[src/rtl/seg_scan_pkg.sv]
// Shared types and active-low segment constants for the seg_scan display scanner.
package seg_scan_pkg;

    typedef enum logic [1:0] {
        ST_IDLE  = 2'd0,
        ST_BLANK = 2'd1,
        ST_SHOW  = 2'd2
    } state_e;

    localparam logic [6:0] SEG_OFF = 7'h7F;

    // Index n holds the {g,f,e,d,c,b,a} active-low pattern for hex digit n.
    localparam logic [15:0][6:0] SEG_HEX = {
        7'h0E, 7'h06, 7'h21, 7'h46, 7'h03, 7'h08, 7'h10, 7'h00,
        7'h78, 7'h02, 7'h12, 7'h19, 7'h30, 7'h24, 7'h79, 7'h40
    };

endpackage

[src/rtl/seg_scan_seg7_dec.sv]
// Combinational 4-bit hex to active-low 7-segment decoder.
module seg7_dec
    import seg_scan_pkg::*;
(
    input  logic [3:0] nib_i,
    output logic [6:0] seg_o
);

    // Table lookup of the hex pattern.
    always_comb begin
        seg_o = SEG_HEX[nib_i];
    end

endmodule

[src/rtl/seg_scan.sv]
// Multiplexed common-anode 7-segment scanner with per-frame digit snapshot.
// Optional leading-zero blanking is compiled in when SEG_SCAN_LZB_EN is defined.
module seg_scan
    import seg_scan_pkg::*;
#(
    parameter int NUM_DIGITS  = 4,
    parameter int DATA_WIDTH  = 4,
    parameter int REFRESH_DIV = 1000,
    parameter int BLANK_CYC   = 2
) (
    input  logic                           clk,
    input  logic                           rst_n,
    input  logic                           sft_rst,
    input  logic                           en,
    input  logic [NUM_DIGITS*DATA_WIDTH-1:0] digits_i,
    output logic [NUM_DIGITS-1:0]          an_o,
    output logic [6:0]                     seg_o,
    output logic                           frame_o
);

    localparam int IDX_W   = (NUM_DIGITS > 1) ? $clog2(NUM_DIGITS) : 1;
    localparam int TMR_MAX = (REFRESH_DIV > BLANK_CYC) ? REFRESH_DIV : BLANK_CYC;
    localparam int TMR_W   = $clog2(TMR_MAX + 1);

    localparam logic [IDX_W-1:0] LAST_IDX = IDX_W'(NUM_DIGITS - 1);
    localparam logic [TMR_W-1:0] BLANK_LD = TMR_W'(BLANK_CYC - 1);
    localparam logic [TMR_W-1:0] SHOW_LD  = TMR_W'(REFRESH_DIV - 1);

    state_e                                state_q, state_d;
    logic [IDX_W-1:0]                      idx_q, idx_d;
    logic [TMR_W-1:0]                      timer_q, timer_d;
    logic [NUM_DIGITS-1:0][DATA_WIDTH-1:0] snap_q, snap_d;
    logic [NUM_DIGITS-1:0]                 an_q, an_d;
    logic [6:0]                            seg_q, seg_d;
    logic                                  frame_q, frame_d;

    logic [3:0] nib_s;
    logic [6:0] dec_s;
    logic       blank_digit_s;

    // Next-state logic: sft_rst beats en, and dropping en abandons the frame.
    always_comb begin
        state_d = state_q;
        idx_d   = idx_q;
        timer_d = timer_q;
        snap_d  = snap_q;
        if (sft_rst) begin
            state_d = ST_IDLE;
            idx_d   = '0;
            timer_d = '0;
            snap_d  = '0;
        end else if (!en) begin
            state_d = ST_IDLE;
            idx_d   = '0;
            timer_d = '0;
        end else begin
            case (state_q)
                ST_IDLE: begin
                    snap_d  = digits_i;
                    idx_d   = '0;
                    timer_d = BLANK_LD;
                    state_d = ST_BLANK;
                end
                ST_BLANK: begin
                    if (timer_q == '0) begin
                        timer_d = SHOW_LD;
                        state_d = ST_SHOW;
                    end else begin
                        timer_d = timer_q - TMR_W'(1);
                    end
                end
                ST_SHOW: begin
                    if (timer_q == '0) begin
                        timer_d = BLANK_LD;
                        state_d = ST_BLANK;
                        if (idx_q == LAST_IDX) begin
                            idx_d  = '0;
                            snap_d = digits_i;
                        end else begin
                            idx_d = idx_q + IDX_W'(1);
                        end
                    end else begin
                        timer_d = timer_q - TMR_W'(1);
                    end
                end
                default: begin
                    state_d = ST_IDLE;
                    idx_d   = '0;
                    timer_d = '0;
                end
            endcase
        end
    end

    // Decode from the next-cycle digit so anode and segments switch on the same edge.
    assign nib_s = snap_d[idx_d][3:0];

    seg7_dec u_dec (
        .nib_i (nib_s),
        .seg_o (dec_s)
    );

`ifdef SEG_SCAN_LZB_EN
    logic [NUM_DIGITS-1:0] lz_blank_s;

    // A digit is a leading zero if it and every digit above it are zero; digit 0 never is.
    always_comb begin
        logic nz_seen;
        nz_seen    = 1'b0;
        lz_blank_s = '0;
        for (int k = NUM_DIGITS - 1; k >= 0; k--) begin
            if (snap_d[k][3:0] != 4'h0) begin
                nz_seen = 1'b1;
            end else begin
                nz_seen = nz_seen;
            end
            lz_blank_s[k] = (k != 0) && !nz_seen;
        end
    end

    assign blank_digit_s = lz_blank_s[idx_d];
`else
    assign blank_digit_s = 1'b0;
`endif

    // Output decode from the next state, registered below.
    always_comb begin
        an_d    = '1;
        seg_d   = SEG_OFF;
        frame_d = 1'b0;
        if (state_d == ST_SHOW) begin
            an_d    = ~(NUM_DIGITS'(1) << idx_d);
            seg_d   = blank_digit_s ? SEG_OFF : dec_s;
            frame_d = (idx_d == LAST_IDX) && (timer_d == '0);
        end else begin
            an_d    = '1;
            seg_d   = SEG_OFF;
            frame_d = 1'b0;
        end
    end

    // State, snapshot and output registers.
    always_ff @(posedge clk or negedge rst_n) begin
        if (!rst_n) begin
            state_q <= ST_IDLE;
            idx_q   <= '0;
            timer_q <= '0;
            snap_q  <= '0;
            an_q    <= '1;
            seg_q   <= SEG_OFF;
            frame_q <= 1'b0;
        end else begin
            state_q <= state_d;
            idx_q   <= idx_d;
            timer_q <= timer_d;
            snap_q  <= snap_d;
            an_q    <= an_d;
            seg_q   <= seg_d;
            frame_q <= frame_d;
        end
    end

    assign an_o    = an_q;
    assign seg_o   = seg_q;
    assign frame_o = frame_q;

endmodule

[config.mk]
export PLATFORM = sky130hd
export DESIGN_NAME = seg_scan
export DESIGN_NICKNAME = d
export VERILOG_FILES = /design/src/rtl/seg_scan_pkg.sv /design/src/rtl/seg_scan_seg7_dec.sv /design/src/rtl/seg_scan.sv
export SDC_FILE = /design/constraint.sdc
export NUM_CORES = 1
export LEC_CHECK = 0
export BUFFER_PORTS_ARGS = -buffer_cell sky130_fd_sc_hd__buf_2
export CAP_MARGIN = 0
export CORE_UTILIZATION = 60
export DETAILED_ROUTE_END_ITERATION = 6
export GPL_TIMING_DRIVEN = 0
export PLACE_DENSITY = 0.83
export SLEW_MARGIN = 20
export SYNTH_ARGS = -nofsm -noshare
export SYNTH_HDL_FRONTEND = slang
export SYNTH_SLANG_ARGS = --single-unit
export TNS_END_PERCENT = 100
[constraint.sdc]
create_clock -name clk -period 5.96 [get_ports clk]
set_clock_uncertainty 0.05 [all_clocks]
set_input_delay 0.894 -clock clk [delete_from_list [all_inputs] [get_ports clk]]
set_output_delay 0.894 -clock clk [all_outputs]
set_load 0.02 [all_outputs]
==> run summary, run 1 <==
P_int - 440.3 uW
Worst hold path type - flop to flop
Placed insts - 325
Sequential area share after synthesis - 0.4298
Leak pwr - 1.292 nW
Worst slew pin tran - 0.9164 ns
Critical path peak fanout - 6
Overall routing resource usage - 0.2811
Total core area - 0.003799 sq mm
Logic pwr share - 0.236
Most used flip-flop cell after synthesis - dfrtp_1
Sequential share of power - 0.473
Power per cell area - 233.9 mW/mm^2
Status - completed
Fmax - 0.2549 GHz
Cts hold-fix bufs - 0
Max-slew headroom - 0.3891
EDFF count, synth - 0
Starting Density - 0.6522
Synth warn - 0
Initial DRC Count - 168
Row count - 22
Area Overhead vs Synth - 12.27%
Clock-pin slew on the worst setup and hold paths - 0.09 ns
Detailed Route WL - 5372 microns
Mapped Nets - 277
Grt ovf - 0
Crit. End Element - flop
Ports - 32
Peak VDD IR - 0.0001570 V
CP Buf/Inv Count - 3
CTS max path bufs - 2
Post-route DRC - 0
Die ar. - 0.004390 sq mm
Slew Viols, Final - 0
Switch Pwr - 210.3 uW
Data required, critical path - 6.15 ns
Cell Chain, Critical Path - inv_1 > ha_1 > or4b_1 > buf_2 > nor3_1 > o211a_2 > a21oi_1 > or2_2 > o211ai_1 > inv_1 > ha_1 > mux2_1 > a211o_1
Max stage delay cell, worst path - or4b_1
Synth cell count leaders - 31 x dfrtp_1, 25 x nor2_1, 14 x a21oi_1
Synth async-reset ratio - 1.000
Clk sink count - 42
CTS root buf - clkbuf_8
Final Hold Viols - 0
Mapped cell area - 0.002477 sq mm
Final TNS setup - 0 ns
Synth top area share - 0.3131
Die H - 66.26 microns
1st-pass router iterations - 4
RePlAce Congestion - 0.9280
DR vias - 2087
Post-synth top area cell - dfrtp_1
Most common cell in the netlist - dfrtp_1
Crit path kind - flop to flop
Worst Hold Slack - 0.4666 ns
Element type at the critical path start - flop
First-pass GRT wire length - 9177 microns
Final setup fails - 0
Clock power frac - 0.291
Clock Latency Late Sink - 0.31 ns
WL per Instance - 16.13 microns
Syn_area_per_cell - 10.07 sq um
Max-capacitance violation count - 0
ANT nets after route - 0
Ant diodes - 0
Number of global-route vias before repair - 1997
Gate Count Post-Synth - 246
Nets - 315
Clock buffers created by TritonCTS - 5
CTS tree - yes
Die X-Extent - 66.26 microns
Seq cells post-synth - 42
Hpwl dp - 3904 microns
Number of port buffers - 31
Post-CTS Setup Inserts - 0
Initial antenna violation count - 0
Cell family with most CP delay - simple AND/OR/NAND/NOR gates
Synth cell types - 67
Layout cells sized above 1 - 0.2561
Critical Path AT - 4.12 ns
CP peak stage delay - 0.43 ns
Switching share of power - 0.3232
Post-CTS sizing - 0
Via density - 6.267
Fin cells - 333
Largest net degree at the start of global routing - 43
Fin crit period - 3.923 ns
RSZ-0062 raised after global routing - false
Final period utilization - 0.6583
Dominant cells by area after synthesis - dfrtp_1 31%, dfstp_2 12%, ha_1 5.6%
CTS HTree Levels - 2
layer usage:
layer	share of wire	vias to the layer above	routed length [microns]	GRT usage
li1	-	1006	-	-
met1	0.47	995	2520	0.3687
met4	0.023	0	122	0.1144
met2	0.45	75	2429	0.4452
met5	0	-	0	0
met3	0.056	11	300	0.06552
path summary, 6_finish.rpt:
kind,from,endpoint,slack [ns],depth (start not counted)
min in group asynchronous,rst_n,timer_q[4],0.67,1
setup reg to reg,timer_q[0],seg_o[3],2.04,13
hold / removal,snap_q[7],snap_q[7],0.47,1
max in group asynchronous,rst_n,snap_q[6],4.62,1
setup / recovery,timer_q[0],seg_o[3],2.04,13
hold reg to reg,snap_q[7],snap_q[7],0.47,1
layout by cell type (no fill, tap or decap), drive strengths merged, types with 2 or more instances in the layout:
cell	synthesis	final
buf	2	33
dfrtp	31	31
nor2	27	27
a21oi	14	14
inv	12	13
o21ai	12	12
ha	11	11
dfstp	11	11
nand2	11	11
clkbuf	3	8
mux2i	7	7
a22oi	6	6
nor3	6	6
nand3	6	6
nand2b	5	5
and2	5	5
xnor2	5	5
or2	4	4
a31oi	4	4
nor3b	4	4
a22o	4	4
o211ai	4	4
or3	3	3
nor4	3	3
nand3b	3	3
a221oi	3	3
o31ai	3	3
a221o	3	3
a211o	3	3
or4	3	3
nand4	2	2
a32oi	2	2
o211a	2	2
clkinv	0	2
cells by family after synthesis:
family          synth area share
buf+inv                  0.02929
flops                     0.4298
xor+xnor                 0.01768
compound gates            0.2308
simple gates              0.2040
fa+ha+maj                0.05555
mux                      0.03283
final cells by class:
cell class                      instances  area, sq um
Buffer                                  5        27.53
Clock buffer                            5        68.82
Clock inverter                          3        20.02
Fill cell                             284         1017
Inverter                               12        45.04
Multi-Input combinational cell        187         1340
Sequential cell                        42         1065
Tap cell                               48        60.06
Timing Repair Buffer                   31        155.1
registers in the layout (all words and copies together), names as in the netlist:
register,count
an_o,4
frame_o,1
idx_q,2
seg_o,7
snap_q,16
state_q,2
timer_q,10
per-stage QoR:
step | util | total power [mW] | instance area (sq um) | setup WS, ns
after floorplan | - | 0.4223 | 2477 | 2.533
after global routing | 0.7322 | 0.6830 | 2781 | 1.745
after global placement | 0.7088 | 0.4593 | 2693 | 2.096
after CTS | 0.7322 | 0.6537 | 2781 | 2.065
after detailed placement | 0.7088 | 0.4636 | 2693 | 2.085
final | 0.7322 | 0.6506 | 2781 | 2.037
power groups by stage:
stage | registers (mW) | logic, mW | clock network, mW
2_1_floorplan | 0.314 | 0.109 | 0
3_3_place_gp | 0.312 | 0.147 | 0
3_5_place_dp | 0.313 | 0.151 | 0
4_1_cts | 0.308 | 0.152 | 0.194
5_1_grt | 0.309 | 0.170 | 0.204
6_report | 0.308 | 0.154 | 0.189
(Power assumes the default switching activity.)
==> run 2: changes to the inputs <==
--- a/config.mk
+++ b/config.mk
@@ -7,10 +7,10 @@
 export LEC_CHECK = 0
 export BUFFER_PORTS_ARGS = -buffer_cell sky130_fd_sc_hd__buf_2
 export CAP_MARGIN = 0
-export CORE_UTILIZATION = 60
+export CORE_UTILIZATION = 58
 export DETAILED_ROUTE_END_ITERATION = 6
 export GPL_TIMING_DRIVEN = 0
-export PLACE_DENSITY = 0.83
+export PLACE_DENSITY = 0.81
 export SLEW_MARGIN = 20
 export SYNTH_ARGS = -nofsm -noshare
 export SYNTH_HDL_FRONTEND = slang
==> constraint.sdc (replaced) <==
create_clock -name clk -period 4 [get_ports clk]
set_clock_uncertainty 0.05 [all_clocks]
set_input_delay 0.6 -clock clk [delete_from_list [all_inputs] [get_ports clk]]
set_output_delay 0.6 -clock clk [all_outputs]
set_load 0.02 [all_outputs]
==> run 2 against run 1 <==
  * Hold slack got worse by 0.097 ns
  * Sequential power increased by 49%
  * Die area increased by 3.3%
  * Setup slack got worse by 1.8 ns
  * Non-clock buffer count unchanged
  * Final cell count increased by 0.60%
  * Routed wire length increased by 2.3%
  * Combinational power increased by 49%
  * Via count increased by 1.5%
  * Cell area increased by 0.31%
  * Clock power increased by 47%
  * Largest cell class unchanged
==> run summary, run 2 (same netlist as run 1, synthesis figures left out) <==
Fmax - 0.2672 GHz (+4.8%)
Ant diodes - 0 (unchanged)
Commonest non-fill, non-tap cells in the layout - 32 x buf_2, 31 x dfrtp_1, 25 x nor2_1
Max-slew headroom - 0.3810 (-0.008076)
1st-pass router iterations - 4 (unchanged)
Nets - 315 (unchanged)
Final period utilization - 0.9357 (+0.2774)
CTS tree - yes
Power per cell area - 346.6 mW/mm^2 (+48%)
Die ar. - 0.004537 sq mm (+3.3%)
Starting Density - 0.6105 (-0.04163)
Critical path peak fanout - 6 (unchanged)
CTS root buf - clkbuf_8
P_int - 656.6 uW (+49%)
Ports - 32 (unchanged)
Peak VDD IR - 0.0002220 V (+41%)
Grt ovf - 0 (unchanged)
Final WS setup - 0.2572 ns (-1.779 ns)
Data required, critical path - 4.18 ns (-1.97 ns)
Worst reg2reg path depth - 12 (-1)
Layout cells sized above 1 - 0.2596 (+0.003509)
Sequential share of power - 0.475 (+0.002)
Detailed Route WL - 5498 microns (+2.3%)
ANT nets after route - 0 (unchanged)
Post-CTS Setup Inserts - 0 (unchanged)
Fin cells - 335 (+0.60%)
Die H - 67.36 microns (+1.7%)
Area Overhead vs Synth - 12.63%
Switch Pwr - 310.3 uW (+48%)
Critical Path AT - 3.93 ns (-0.19 ns)
CTS HTree Levels - 2 (unchanged)
WL per Instance - 16.41 microns (+1.7%)
Via density - 6.325 (+0.93%)
Leak pwr - 1.291 nW (-0.10%)
RR Endpoint - seg_o[3]
Multi-input logic area - 0.001349 sq mm (+0.65%)
Status - completed
FF-to-FF setup slack - 0.26 ns (-1.78 ns)
Logic pwr share - 0.238 (+0.002)
Placed insts - 327 (+0.62%)
RSZ-0062 raised after global routing - false
Power Total - 967.0 uW (+49%)
FF+latch area - 0.001065 sq mm (unchanged)
Clock-pin slew on the worst setup and hold paths - 0.09 ns (about the same)
Overall routing resource usage - 0.2758 (-0.005314)
Reg2reg start - timer_q[0]
Final TNS setup - 0 ns (unchanged)
Hpwl dp - 4048 microns (+3.7%)
Most common cell after layout, fill and taps aside - buf_2
Worst slew pin tran - 0.9285 ns (+0.01211 ns)
Cts hold-fix bufs - 0 (unchanged)
CTS max path bufs - 2 (unchanged)
Die X-Extent - 67.36 microns (+1.7%)
Clock power frac - 0.287 (-0.004)
Final setup fails - 0 (unchanged)
Post-route DRC - 0 (unchanged)
Row count - 23 (+4.5%)
Initial antenna violation count - 0 (unchanged)
Fillcell total - 311 (+9.5%)
Crit path kind - flop to flop
Max reg flops - 16 (unchanged)
Slew Viols, Final - 0 (unchanged)
Switching share of power - 0.3209 (-0.002276)
Clk sink count - 42 (unchanged)
Largest net degree at the start of global routing - 43 (unchanged)
Fin crit period - 3.743 ns (-0.1805 ns)
Number of port buffers - 31 (unchanged)
RePlAce Congestion - 0.9349 (+0.74%)
Element type at the critical path start - flop
Pre-CTS setup slack - 0.1608 ns (-1.924 ns)
Worst hold path type - input pin to asynchronous set/reset pin
Number of global-route vias before repair - 1995 (-0.10%)
Register with the most flip-flops - snap_q
Clock buffers created by TritonCTS - 5 (unchanged)
DR vias - 2119 (+1.5%)
Clock Latency Late Sink - 0.30 ns (about the same)
Total core area - 0.004058 sq mm (+6.8%)
Crit. End Element - flop
Final Hold Viols - 0 (unchanged)
First-pass GRT wire length - 9135 microns (-0.46%)
Max-capacitance violation count - 0 (unchanged)
Initial DRC Count - 154 (-8.3%)
-- run 2: changes by cell type in the layout (fill, tap and decap cells not counted) --
cell	previous run	this run
a21oi_2	0	1
nor3_1	5	4
a21oi_1	14	13
inv_4	1	0
clkbuf_1	3	4
nor3_2	1	2
-- run 2: metrics by stage --
step,hold WS (ns),instance area (sq um),util
3_5_place_dp,0.4383,2695,0.6642
5_1_grt,0.4629,2790,0.6876
4_1_cts,0.4136,2781,0.6855
2_1_floorplan,0.2544,2477,-
3_3_place_gp,0.4341,2695,0.6642
6_report,0.3700,2790,0.6876
-- run 2: worst max-delay path by stage --
| stage | to | cells past startpoint | from | slack [ns] |
|---|---|---|---|---|
| finish | seg_o[3] | 12 | timer_q[0] | 0.26 |
| global route | seg_o[3] | 12 | timer_q[0] | 0.08 |
| CTS | seg_o[3] | 13 | timer_q[0] | 0.14 |
| detailed placement | seg_o[3] | 13 | timer_q[0] | 0.16 |
| global placement | seg_o[3] | 12 | timer_q[0] | 0.20 |
| floorplan | seg_o[3] | 12 | timer_q[0] | 0.57 |
-- run 2: area by class of cell --
| cell class | count | area share |
|---|---|---|
| clock inverters | 2 | 0.004933 |
| well taps | 50 | 0.02242 |
| multi-input cells | 187 | 0.4834 |
| plain buffers | 5 | 0.009865 |
| clock buffers | 6 | 0.02601 |
| repair buffers | 31 | 0.05561 |
| inverters | 12 | 0.01614 |
| flip-flops and latches | 42 | 0.3816 |
-- run 2: per-layer routing --
layer / GRT usage / up-vias / share of wire
li1: - / 1004 / -
met1: 0.3531 / 1034 / 0.45
met2: 0.4563 / 73 / 0.48
met3: 0.04730 / 8 / 0.055
met4: 0.1197 / 0 / 0.014
met5: 0 / - / 0
-- run 2: critical path, cell delays in order (launching register included) --
cell      delay [ns]
dfrtp_1         0.39
inv_1           0.12
ha_1            0.18
or4b_1          0.44
buf_2           0.17
or4_4           0.49
o211a_2         0.21
a21oi_2         0.28
or2_2           0.16
o211ai_1        0.21
ha_1            0.36
o311a_1         0.36
a211o_1         0.26
-- run 2: timing repair --
item                                    4_1_cts  5_1_grt
endpoints found under the hold margin         0        0
gates resized for setup                       0        2
endpoints found under the setup margin        0        2
-- run 2: power groups by stage --
stage	Clock [mW]	Combinational, mW	Sequential (mW)
after CTS	0.280	0.226	0.459
after global routing	0.294	0.255	0.461
final	0.278	0.230	0.459
after global placement	0	0.219	0.465
after detailed placement	0	0.225	0.467
after floorplan	0	0.162	0.468
==> run 3: changes to the inputs <==
--- a/config.mk
+++ b/config.mk
@@ -10,7 +10,7 @@
 export CORE_UTILIZATION = 58
 export DETAILED_ROUTE_END_ITERATION = 6
 export GPL_TIMING_DRIVEN = 0
-export PLACE_DENSITY = 0.81
+export PLACE_DENSITY = 0.85
 export SLEW_MARGIN = 20
 export SYNTH_ARGS = -nofsm -noshare
 export SYNTH_HDL_FRONTEND = slang
==> run 3 against run 2 <==
  * Sequential power barely moved
  * Routed wire length fell by 0.29%
  * Critical path type unchanged
  * Largest cell class unchanged
  * Via count fell by 0.28%
==> run summary, run 3 (same netlist as run 1, synthesis figures left out) <==
Critical Path AT - 3.94 ns (about the same)
1st-pass router iterations - 5 (+1)
Die ar. - 0.004537 sq mm (unchanged)
Fmax - 0.2662 GHz (-0.35%)
Placed cell areas - 0.002695 sq mm (unchanged)
Crit. End Element - flop
WL per Instance - 16.36 microns (-0.29%)
Nets - 315 (unchanged)
Hpwl dp - 3977 microns (-1.7%)
Post-CTS Setup Inserts - 0 (unchanged)
Largest net degree at the start of global routing - 43 (unchanged)
Worst reg2reg path depth - 12 (unchanged)
Grt ovf - 0 (unchanged)
CTS HTree Levels - 2 (unchanged)
DR vias - 2113 (-0.28%)
M2 GR Usage - 0.4400 (-0.01625)
Overall routing resource usage - 0.2755 (-0.0003238)
Status - completed
Number of port buffers - 31 (unchanged)
Max-slew headroom - 0.3950 (+0.01397)
Layout cells sized above 1 - 0.2596 (unchanged)
Final period utilization - 0.9390 (+0.003290)
Final TNS setup - 0 ns (unchanged)
Cts hold-fix bufs - 0 (unchanged)
CTS root buf - clkbuf_8
RSZ-0062 raised after global routing - false
Commonest non-fill, non-tap cells in the layout - 32 x buf_2, 31 x dfrtp_1, 25 x nor2_1
Element type at the critical path start - flop
Die H - 67.36 microns (unchanged)
Clock Latency Late Sink - 0.31 ns (about the same)
Row count - 23 (unchanged)
Initial DRC Count - 145 (-5.8%)
ANT nets after route - 0 (unchanged)
Crit path kind - flop to flop
Data required, critical path - 4.18 ns (about the same)
Fillcell total - 324 (+4.2%)
Via density - 6.307 (-0.28%)
Clock-pin slew on the worst setup and hold paths - 0.09 ns (about the same)
RePlAce Congestion - 0.9455 (+1.1%)
Power Total - 963.0 uW (-0.41%)
RR Endpoint - seg_o[3]
Met1 Track Usage GR - 0.3482 (-0.004976)
Post-CTS sizing - 0 (unchanged)
Die X-Extent - 67.36 microns (unchanged)
Detailed Route WL - 5482 microns (-0.29%)
Final Hold Viols - 0 (unchanged)
Starting Density - 0.6105 (unchanged)
Worst hold path type - input pin to asynchronous set/reset pin
Met3 usage - 0.06419 (+0.01689)
Fin cells - 335 (unchanged)
Number of global-route vias before repair - 1962 (-1.7%)
Leak pwr - 1.291 nW (unchanged)
Final setup fails - 0 (unchanged)
Critical path peak fanout - 6 (unchanged)
FF-to-FF setup slack - 0.24 ns (about the same)
Worst slew pin tran - 0.9076 ns (-0.02095 ns)
Slew Viols, Final - 0 (unchanged)
CTS max path bufs - 2 (unchanged)
Most used routing layer - met2
Post-route DRC - 0 (unchanged)
Ports - 32 (unchanged)
Max-capacitance violation count - 0 (unchanged)
Initial antenna violation count - 0 (unchanged)
Reg2reg start - timer_q[0]
Total core area - 0.004058 sq mm (unchanged)
First-pass GRT wire length - 9025 microns (-1.2%)
Peak VDD IR - 0.0002509 V (+13%)
CTS tree - yes
Area Overhead vs Synth - 12.63% (unchanged)
Clock buffers created by TritonCTS - 5 (unchanged)
Most common cell after layout, fill and taps aside - buf_2
Max reg flops - 16 (unchanged)
Ant diodes - 0 (unchanged)
Power per cell area - 345.1 mW/mm^2 (-0.41%)
Clk sink count - 42 (unchanged)
Fin crit period - 3.756 ns (+0.01316 ns)
Register with the most flip-flops - snap_q
Final instance area - 0.002790 sq mm (unchanged)
Placed insts - 327 (unchanged)
## run 3: routing by layer
| layer | share of wire | vias up |
|---|---|---|
| li1 | - | 1006 |
| met1 | 0.45 | 1016 |
| met2 | 0.47 | 81 |
| met3 | 0.057 | 10 |
| met4 | 0.017 | 0 |
| met5 | 0 | - |
## run 3: how the worst max path moves through the flow
stage          startpoint       end  slack, ns  depth (start not counted)
2_1_floorplan  timer_q[0]  seg_o[3]       0.57                         12
3_3_place_gp   timer_q[0]  seg_o[3]       0.19                         12
3_5_place_dp   timer_q[0]  seg_o[3]       0.12                         13
4_1_cts        timer_q[0]  seg_o[3]       0.10                         13
5_1_grt        timer_q[0]  seg_o[3]       0.07                         12
6_report       timer_q[0]  seg_o[3]       0.24                         12
## run 3: metrics by stage
stage               hold WS [ns]  worst slack (ns)  utilization
floorplan                 0.2544            0.5733            -
global placement          0.4355            0.1875       0.6642
detailed placement        0.4437            0.1224       0.6642
CTS                       0.4035            0.1010       0.6855
global route              0.4496           0.07126       0.6876
finish                    0.3710            0.2440       0.6876
## run 3: power by group
part           leakage [nW]  internal (mW)  total, mW  switching [mW]
combinational         0.709         0.0860      0.229           0.143
sequential            0.537          0.447      0.459          0.0115
clock                0.0452          0.123      0.275           0.152
## run 3: final cells by class
class | count | area (sq um) | area share
multi-input combinational | 187 | 1349 | 0.4834
timing repair buffer | 31 | 155.1 | 0.05561
buffer | 5 | 27.53 | 0.009865
clock buffer | 6 | 72.57 | 0.02601
inverter | 12 | 45.04 | 0.01614
tap | 50 | 62.56 | 0.02242
sequential | 42 | 1065 | 0.3816
clock inverter | 2 | 13.76 | 0.004933
## run 3: worst max-delay path, stage by stage (launching register included)
cell      delay, ns
dfrtp_1        0.39
inv_1          0.12
ha_1           0.18
or4b_1         0.43
buf_2          0.18
or4_4          0.50
o211a_2        0.22
a21oi_2        0.26
or2_2          0.16
o211ai_1       0.22
ha_1           0.36
o311a_1        0.36
a211o_1        0.26
